## config.mk

```make
export PLATFORM = sky130hd
export DESIGN_NAME = inv_mix_columns_ctrl
export DESIGN_NICKNAME = d
export VERILOG_FILES = /design/src/rtl/inv_mix_columns_ctrl.sv
export SDC_FILE = /design/constraint.sdc
export NUM_CORES = 1
export LEC_CHECK = 0
export ABC_CLOCK_PERIOD_IN_PS = 26300
export CAP_MARGIN = 20
export CORE_ASPECT_RATIO = 1.75
export CORE_UTILIZATION = 50
export CTS_CLUSTER_DIAMETER = 30
export DETAILED_ROUTE_END_ITERATION = 12
export GPL_TIMING_DRIVEN = 0
export PLACE_DENSITY_LB_ADDON = 0.25
export REMOVE_ABC_BUFFERS = 1
export SLEW_MARGIN = 20
export SYNTH_ARGS = -nofsm -noshare
export SYNTH_HDL_FRONTEND = slang
export SYNTH_SLANG_ARGS = --single-unit
export TNS_END_PERCENT = 100
```

## constraint.sdc

```tcl
create_clock -name clk -period 26.3 [get_ports clk]
set_input_delay 5.26 -clock clk [delete_from_list [all_inputs] [get_ports clk]]
set_output_delay 5.26 -clock clk [all_outputs]
set_load 0.01 [all_outputs]
```

## src/rtl/inv_mix_columns_ctrl.sv

```systemverilog
// Column-serial AES InvMixColumns sequencer with AddRoundKey fused in; shares one column unit across RUN cycles.
// Latency: 4/COLS_PER_CYCLE+1 edges from acceptance to out_valid (1 edge when InvMixColumns is bypassed).
// Backpressure: one transfer in flight; in_ready only in IDLE, result holds in DONE until out_ready.
module inv_mix_columns_ctrl #(
  parameter int COLS_PER_CYCLE = 1
) (
  input  logic         clk,
  input  logic         rst,
  input  logic         in_valid,
  output logic         in_ready,
  input  logic [0:127] in_state,
  input  logic [0:127] in_key,
  input  logic         in_bypass,
  output logic         out_valid,
  input  logic         out_ready,
  output logic [0:127] out_state,
  output logic         busy
);

  generate
    if (COLS_PER_CYCLE != 1 && COLS_PER_CYCLE != 2 && COLS_PER_CYCLE != 4) begin : g_bad_cols
      $error("inv_mix_columns_ctrl: COLS_PER_CYCLE must be 1, 2 or 4");
    end
  endgenerate

  typedef enum logic [1:0] {IDLE, RUN, DONE} state_t;

  state_t       state;
  logic [0:127] work;
  logic [0:127] work_next;
  logic [1:0]   cnt;
  logic [2:0]   cnt_sum;
  logic         bypass_q;

  // Multiply by x in GF(2^8), reducing with 0x11B.
  function automatic logic [7:0] xtime(input logic [7:0] b);
    return {b[6:0], 1'b0} ^ (b[7] ? 8'h1b : 8'h00);
  endfunction

  // InvMixColumns on one column; byte 0 of the column sits in bits [31:24].
  function automatic logic [31:0] inv_col(input logic [31:0] col);
    logic [7:0]  b   [4];
    logic [7:0]  m9  [4];
    logic [7:0]  m11 [4];
    logic [7:0]  m13 [4];
    logic [7:0]  m14 [4];
    logic [7:0]  x2, x4, x8;
    logic [31:0] res;
    res = '0;
    for (int i = 0; i < 4; i++) begin
      b[i]   = col[31-8*i -: 8];
      x2     = xtime(b[i]);
      x4     = xtime(x2);
      x8     = xtime(x4);
      m9[i]  = x8 ^ b[i];
      m11[i] = x8 ^ x2 ^ b[i];
      m13[i] = x8 ^ x4 ^ b[i];
      m14[i] = x8 ^ x4 ^ x2;
    end
    for (int r = 0; r < 4; r++) begin
      res[31-8*r -: 8] = m14[r] ^ m11[2'(r+1)] ^ m13[2'(r+2)] ^ m9[2'(r+3)];
    end
    return res;
  endfunction

  // The carry out of the column counter marks the cycle that handles column 3.
  assign cnt_sum  = {1'b0, cnt} + 3'(COLS_PER_CYCLE);
  assign in_ready = (state == IDLE) && !rst;
  assign busy     = (state != IDLE);

  // Transform the columns selected by the counter this cycle; others pass through.
  always_comb begin
    logic [1:0] idx;
    idx       = cnt;
    work_next = work;
    if (!bypass_q) begin
      for (int k = 0; k < COLS_PER_CYCLE; k++) begin
        idx = cnt + 2'(k);
        work_next[32*idx +: 32] = inv_col(work[32*idx +: 32]);
      end
    end
  end

  // Control FSM: capture in IDLE, walk columns in RUN, hold result in DONE.
  always_ff @(posedge clk or posedge rst) begin
    if (rst) begin
      state     <= IDLE;
      work      <= '0;
      cnt       <= '0;
      bypass_q  <= 1'b0;
      out_valid <= 1'b0;
      out_state <= '0;
    end else begin
      case (state)
        IDLE: begin
          if (in_valid && in_ready) begin
            work     <= in_state ^ in_key;
            bypass_q <= in_bypass;
            cnt      <= '0;
            if (in_bypass) begin
              state     <= DONE;
              out_valid <= 1'b1;
              out_state <= in_state ^ in_key;
            end else begin
              state <= RUN;
            end
          end
        end
        RUN: begin
          work <= work_next;
          cnt  <= cnt_sum[1:0];
          if (cnt_sum[2]) begin
            state     <= DONE;
            out_valid <= 1'b1;
            out_state <= work_next;
          end
        end
        DONE: begin
          if (out_ready) begin
            state     <= IDLE;
            out_valid <= 1'b0;
          end
        end
        default: state <= IDLE;
      endcase
    end
  end

endmodule
```

* Yosys cells after proc, flatten, opt, wreduce, memory -nomap -nowiden
Cells that the tools add are included.
** Word-level totals
- Register bits after elaboration :: 262
- Output and inout port bits :: 131
- Word-level logic and storage cells :: 50
** Operators by class
- Add/subtract/negate cells :: 2
- Eq/ne operators :: 6
- Shift operators :: 2
- Muxes and demuxes :: 20
- Bitwise gates (word level) :: 2
- Reduce and logical (&&, ||, !) cells :: 12
** Operators by type and width (count)
- 2-to-1 mux 128 bit :: 5
- one-hot mux 128 bit (2 select lines) :: 2
- variable shift 129 x 34 -> 128 bit, first input constant :: 1
- bitwise mux 128 bit :: 1
- indexed part select 1 x 34 -> 128 bit, first input constant :: 1
- bitwise XOR 128 bit :: 1
- negation 33 -> 34 bit :: 1
- inverter 7 -> 33 bit :: 1
- 2-to-1 mux 2 bit :: 5
- != test 2 bit, second input constant :: 3
- one-hot mux 2 bit (3 select lines) :: 1
- AND reduction 5 bit :: 1
- 2-to-1 mux 1 bit :: 4
- one-hot mux 2 bit (2 select lines) :: 1
- AND reduction 2 bit :: 2
- AND reduction 4 bit :: 1
- nonzero test 2 bit :: 2
- adder 2 x 1 -> 3 bit, second input constant :: 1
- one-hot mux 1 bit (3 select lines) :: 1
- AND reduction 3 bit :: 1
- nonzero test 3 bit :: 1
- equality test 2 x 1 -> 1 bit, second input constant :: 1
- equality test 2 bit, second input constant :: 1
- logical AND 1 bit :: 2
- 3 further kinds :: 3

* Longest topological paths before layout
- Word-level depth :: 7
- Mapped depth :: 7
- Depth with buffers taken out :: 5

* Least setup slack after synthesis
No wires, ideal clock.
- Path type :: input to register
- Start :: input port rst
- End :: register state[0]
- Library setup time :: 98 ps
- Arrival :: 11261 ps
- Slack :: 14941 ps
- Stages :: 3
- Path buffers :: 0
- Cells stage by stage :: inv_1 -> a32oi_1 -> nor2_1
** Between the ends
- Longest elaborated chain between the ends :: 5
** RTL lines
- from (decl) :: line 8 : input logic rst,
- zero test 1 bit (no line)
- logical AND 1 bit :: line 68 : assign in_ready = (state == IDLE) && !rst;
- logical AND 1 bit :: line 96 : if (in_valid && in_ready) begin
- != test 2 x 1 -> 1 bit (no line)
- AND reduction 3 bit (no line)
- to (signal assigned) :: line 101 : state <= DONE;
- to (signal assigned) :: line 105 : state <= RUN;
- to (signal assigned) :: line 113 : state <= DONE;
- to (decl) :: line 28 : state_t state;
No other way between the ends.
A chain may end at the register's enable or synchronous reset.

* Final worst setup path
- Start :: input port rst
- End :: output port in_ready
** Between the ends
- Longest elaborated chain between the ends :: 2
** RTL lines
- zero test 1 bit (no line)
- logical AND 1 bit :: line 68
- to (decl) :: line 10 : output logic in_ready,
No other way between the ends.

==> impl_metrics.yaml <==
setup_path:
  worst_setup_path_start_kind: "input pin"
  r2r_slack_ns: 23.46
  critPathRequiredTime_ns: 21.04
  slowest_stage: "clkdlybuf4s50_1"
  r2r_end: "out_state[113]"
  cp-end-kind: "primary output"
  crit_chain: "clkdlybuf4s50_1 > nor2_1 > clkdlybuf4s50_1"
  slowest_delay_ns: 0.61
  worst-setup-path-type: "input pin to primary output"
  worst_ep_arrival_time_ns: 6.59
  cp_top_family: "buffers and inverters"
  r2r_cells: 10
  crit_fanout: 5
  rr_startpoint: "cnt[0]"
  critical_path_buf_inv_count: 2
  crit_top_cell: "clkdlybuf4s50_1"
grt:
  grt_overflow_total: 0
  grt_usage: 0.270
  grt_max_degree: 100
  antenna_found_initial: 0
  grt_first_pass_wirelength_um: 52400
  grt_pass1_vias: 10100
detailed_routing:
  routedWlPerCell_um: 19.1
  finalWirelength_um: 32900
  drt_iter0_drc: 842
  via_count: 10100
  wl_met2_um: 17500
  via_per_inst: 5.83
  wl_met3_um: 2240
  drc: 0
  top_layer: "met4"
  dr.pass1.iters: 5
  ant_nets: 0
  met1_length_um: 11700
worst_hold_path:
  holdPathStages: 1
  hold_end: "work[94]"
  hold_path_class: "flop to flop"
  hp-start: "work[94]"
synth:
  syn_inst: 1045
  yosysWarnings: 0
  netlist.area_leader.share: 0.551
  synth_area_leaders: "dfrtp_1 (55%), a32o_1 (11%), xor2_1 (9.4%)"
  synth_area_sq_um: 11900
  synth_seq_cells: 262
  ys_seq_area_frac: 0.551
  synth_top_area_cell: "dfrtp_1"
  synth.distinct_cells: 28
  postSynthAreaPerCell_sq_um: 11.4
timing:
  slew_headroom: 0.446
  final-setup-viol-count: 0
  hold_viol_final: 0
  min_period_ns: 11.85
  skew_ns: 0.0153
  tightest_slew_ns: 0.831
  tns_ns: 0
  fin_crit_sh: 0.450
  fmax_mhz: 84.4
  rsz0062_at_grt: "false"
  maxSlewViolCount: 0
clock_tree:
  cts.sinks: 262
  cts_buffer_depth: 3
  cts_tree: "yes"
  cts.clk_slew.worst_paths_ns: 0.05
  htree_levels: 2
  post_cts_buffers: 0
  ctsHoldBuffers: 0
  cts_buffers: 36
  root_buffer: "clkbuf_16"
  clk_latency_ns: 0.51
  ctsResizeCount: 0
floorplanning:
  rows: 74
  initial_core_util: 0.510
  ios: 392
  die_height_um: 206
  core-area_sq_um: 23300
  die_x_um: 119
  die_area_sq_um: 24400
placement:
  placed_cells: 1664
  globalplace.congestion: 0.767
  portBuffers: 391
  hpwl_um: 22400
run_status:
  outcome: "completed"
final_layout:
  num_antenna_cells: 0
  post_layout_nonfiller_instances: 1728
  final_net_count: 1663
  area_growth_pct: 48.1
  drive_above_1_share: 0.0702
pwr:
  p_total_mw: 2.18
  pwr_density_cell_nw_per_um2: 124
  leakage_nw: 7.35
  vdd_drop_max_uv: 74.7
job:
  max_cap_violations: 0
cell type report:
| type | instances | area [sq um] |
|---|---|---|
| fillers | 1591 | 5710 |
| well taps | 304 | 380 |
| flip-flops and latches | 262 | 6560 |
| inverters | 6 | 30.0 |
| multi-input cells | 679 | 4840 |
| clock inverters | 24 | 372 |
| repair buffers | 413 | 4490 |
| clock buffers | 40 | 957 |
logic make-up (layout without fill, tap and decap cells):
group,Yosys count,count (layout),share of synthesized area
flops,262,262,0.551
simple gates,149,149,0.0525
xor+xnor,128,128,0.0942
fa+ha+maj,4,4,0.00421
compound gates,398,398,0.250
buf+inv,104,483,0.0475
state kept, by name, indices dropped and copies added, names as in the netlist:
register   count
cnt            2
work         128
out_state    128
bypass_q       1
state          2
out_valid      1
worst register-to-register path, stage by stage (launching register included):
cell and delay [ns]:
dfrtp_1 0.42, ha_1 0.28, nand2_1 0.13, a21oi_4 0.66, buf_16 0.26, buf_16 0.20
buf_16 0.19, buf_16 0.19, buf_16 0.19, nor2_1 0.07, a21oi_1 0.16
through the flow:
stage                     setup WS, ns  area, sq um  hold slack [ns]  utilization
final                            14.45        17600            0.488        0.755
after global routing             14.43        17600            0.498        0.755
after detailed placement         14.45        16300            0.481        0.698
after floorplan                  11.33        11400            0.466            -
after global placement            6.52        15600            0.473        0.671
after CTS                        14.45        17600            0.493        0.755
synth_stat cells (all sizes together):
library cell	count
or2	2
o22a	1
a22oi	128
nand2b	6
nor2	132
ha	4
a32o	128
nor4b	1
clkbuf	22
buf	76
nor3	1
inv	6
nand2	4
nor4bb	1
dfrtp	262
a32oi	1
nor2b	1
o22ai	1
o21ai	2
xor2	128
nand4bb	1
o31ai	1
a21oi	136
worst max-delay path by stage:
stage / cells past startpoint / end / from
5_1_grt: 3 / in_ready / rst
3_5_place_dp: 3 / in_ready / rst
4_1_cts: 3 / in_ready / rst
3_3_place_gp: 4 / out_state[12] / rst
2_1_floorplan: 3 / out_state[0] / rst
6_report: 3 / in_ready / rst
cell usage in the layout, fill, tap and decap left out, types with 2 or more instances in the layout:
cell type and n:
buf_12 4, a22oi_1 128, buf_16 18, dfrtp_1 262, o21ai_0 2, xor2_1 128
clkinv_4 2, nand2b_2 4, clkinv_2 3, nor2_1 132, clkdlybuf4s50_1 391, a21oi_1 131
clkinvlp_4 4, ha_1 4, bufinv_16 8, a32o_1 128, inv_6 4, nand2_1 4
inv_8 4, clkbuf_8 2, a21oi_4 5, clkbuf_16 37, inv_1 5
routing by layer:
metal,up-vias,GRT usage
met3,89,0.0555
met2,404,0.472
met1,4974,0.311
met5,-,0
met4,0,0.144
li1,4611,-
report_power, final:
group / leakage (nW) / switching, mW / internal [mW]
Sequential: 3.10 / 0.109 / 0.604
Clock: 0.641 / 0.186 / 0.345
Combinational: 3.61 / 0.465 / 0.468
Note: power is estimated with default switching activity, not from simulation.
==> RTL edit, RTL diff (config.mk and constraints unchanged) <==
Reset style: synchronous (`rst`), changed in one clocked block.
--- a/src/rtl/inv_mix_columns_ctrl.sv
+++ b/src/rtl/inv_mix_columns_ctrl.sv
@@ -82,7 +82,7 @@
   end
 
   // Control FSM: capture in IDLE, walk columns in RUN, hold result in DONE.
-  always_ff @(posedge clk or posedge rst) begin
+  always_ff @(posedge clk) begin
     if (rst) begin
       state     <= IDLE;
       work      <= '0;
Function: differs if rst is asserted again (counterexample within 4 cycles, from zero or initial values and one cycle with rst high); with rst held inactive, the same outputs for 4 cycles.
==> RTL edit against the unedited design <==
Largest cell class is now multi-input combinational cells; critical path type unchanged; wire length up 19%; die area is 2.7% higher; setup slack gained 0.19 ns; cell area grew 1.7%; sequential cell count stayed put; area after synthesis is 2.7% higher; clock skew is 0.0067 ns lower.
Power is not compared: it rests on default switching activity, and its combinational part moved more than twofold at a synthesized area within 25%.
==> RTL edit: results (changes against the unedited design) <==
- Status: complete, no violations (unchanged)
- CTS resizes: 0 (unchanged)
- Final Skew: 0.00854 ns (was 0.0153 ns)
- FF-to-FF Start: state[0] (was cnt[0])
- Post-Synth XOR/XNOR Area: 0.0917 (was 0.0942)
- GP Congestion: 0.773 (was 0.767)
- Total GRT Usage: 0.302 (was 0.270)
- Starting DRC count in detailed routing: 1,125 (was 842)
- Met1 Use GR: 0.340 (was 0.311)
- DP Worst Slack: 14.67 ns (was 14.45 ns)
- Layout cells sized above 1: 0.0660 (was 0.0702)
- Most used routing layer: met2 (unchanged)
- Yosys cell types: 29 (was 28)
- DP Area: 16,500 sq um (was 16,300 sq um)
- FF-to-FF path depth: 6 (was 10)
- Main flop type after synthesis: dfxtp_1 (was dfrtp_1)
- Clk_lat worst skew: 0.50 ns
- Compound-Gate Fraction of Synth Area: 0.268 (was 0.250)
- Hold depth: 2 (was 1)
- Cell leakage power: 6.35 nW
- Postcts setup bufs: 0 (unchanged)
- YS warnings: 0 (unchanged)
- WL per Instance: 19.5 microns (was 19.1 microns)
- Port-buffer cells: 391 (unchanged)
- Sequential power: 446 uW
- DRT Pass-1 Iters: 5 (unchanged)
- TritonCTS Buffers: 40 (was 36)
- Crit path max fanout: 133 (was 5)
- Number of antenna violations at the first check in global routing: 0 (unchanged)
- Hold Path Sink: work[2] (was work[94])
- Detailed Place HPWL: 24,200 microns (was 22,400 microns)
- Seq/Total Area, Yosys: 0.429 (was 0.551)
- Clk pin slew, worst setup/hold paths: 0.05 ns (about the same)
- Sw frac: 0.267
- Placed insts: 1,932 (was 1,664)
- Mux contribution to synthesized area: 0.000819 (was 0)
- Cell family with most CP delay: buffers and inverters (unchanged)
- Post-synth top cells: 262 x dfxtp_1, 132 x nand2_1, 131 x inv_1 (was 262 x dfrtp_1, 132 x a21oi_1, 132 x nor2_1)
- Routed vias: 12,271 (was 10,078)
- Worst-Margin Slew: 0.887 ns (was 0.831 ns)
- WL final: 39,100 microns (was 32,900 microns)
- Met2 Track Usage GR: 0.525 (was 0.472)
- Pin count of the biggest net entering global routing: 135 (was 100)
- Final hold slack: 0.474 ns (was 0.488 ns)
- Worst hold start: work[2] (was work[94])
- Number of fill cells in the layout: 1,737 (was 1,591)
- Adder-Cell Fraction of Synth Area: 0.00409 (was 0.00421)
- Critical path arrival: 6.39 ns (was 6.59 ns)
- Met3 global-route usage: 0.0568 (was 0.0555)
- FFs w/ async S/R, synth: 0 (was 1.00)
- Slowest stage delay, CP: 0.50 ns (was 0.61 ns)
- Global-route wire length before repair: 62,300 microns (was 52,400 microns)
- CP Capture Point: in_ready (unchanged)
- FF-to-FF setup slack: 23.79 ns (was 23.46 ns)
- Syn Inst Count: 1,363 (was 1,045)
- Setup WS post-layout: 14.65 ns (was 14.45 ns)
- Most area-consuming cells after synthesis: dfxtp_1 43%, a311oi_1 9.2%, o32ai_1 9.2% (was dfrtp_1 55%, a32o_1 11%, xor2_1 9.4%)
- Worst R2R End: out_state[15] (was out_state[113])
RTL edit: final cells by class:
| cell class | instances | area, sq um | share of cell area |
|---|---|---|---|
| Clock inverter | 29 | 389 | 0.0217 |
| Tap cell | 308 | 385 | 0.0215 |
| Sequential cell | 262 | 5250 | 0.293 |
| Multi-Input combinational cell | 815 | 5850 | 0.326 |
| Inverter | 131 | 492 | 0.0274 |
| Timing Repair Buffer | 416 | 4520 | 0.253 |
| Clock buffer | 43 | 1030 | 0.0577 |
RTL edit: layer usage:
layer,wire length [microns],up-vias
li1,-,5685
met1,14400,5897
met2,19600,563
met3,2820,126
met4,2220,0
met5,0,-
RTL edit: kinds of logic (layout without fill, tap and decap cells):
group / Yosys count / in the layout
mux: 1 / 1
xor+xnor: 128 / 128
simple gates: 285 / 285
buf+inv: 286 / 619
flops: 262 / 262
compound gates: 397 / 397
fa+ha+maj: 4 / 4
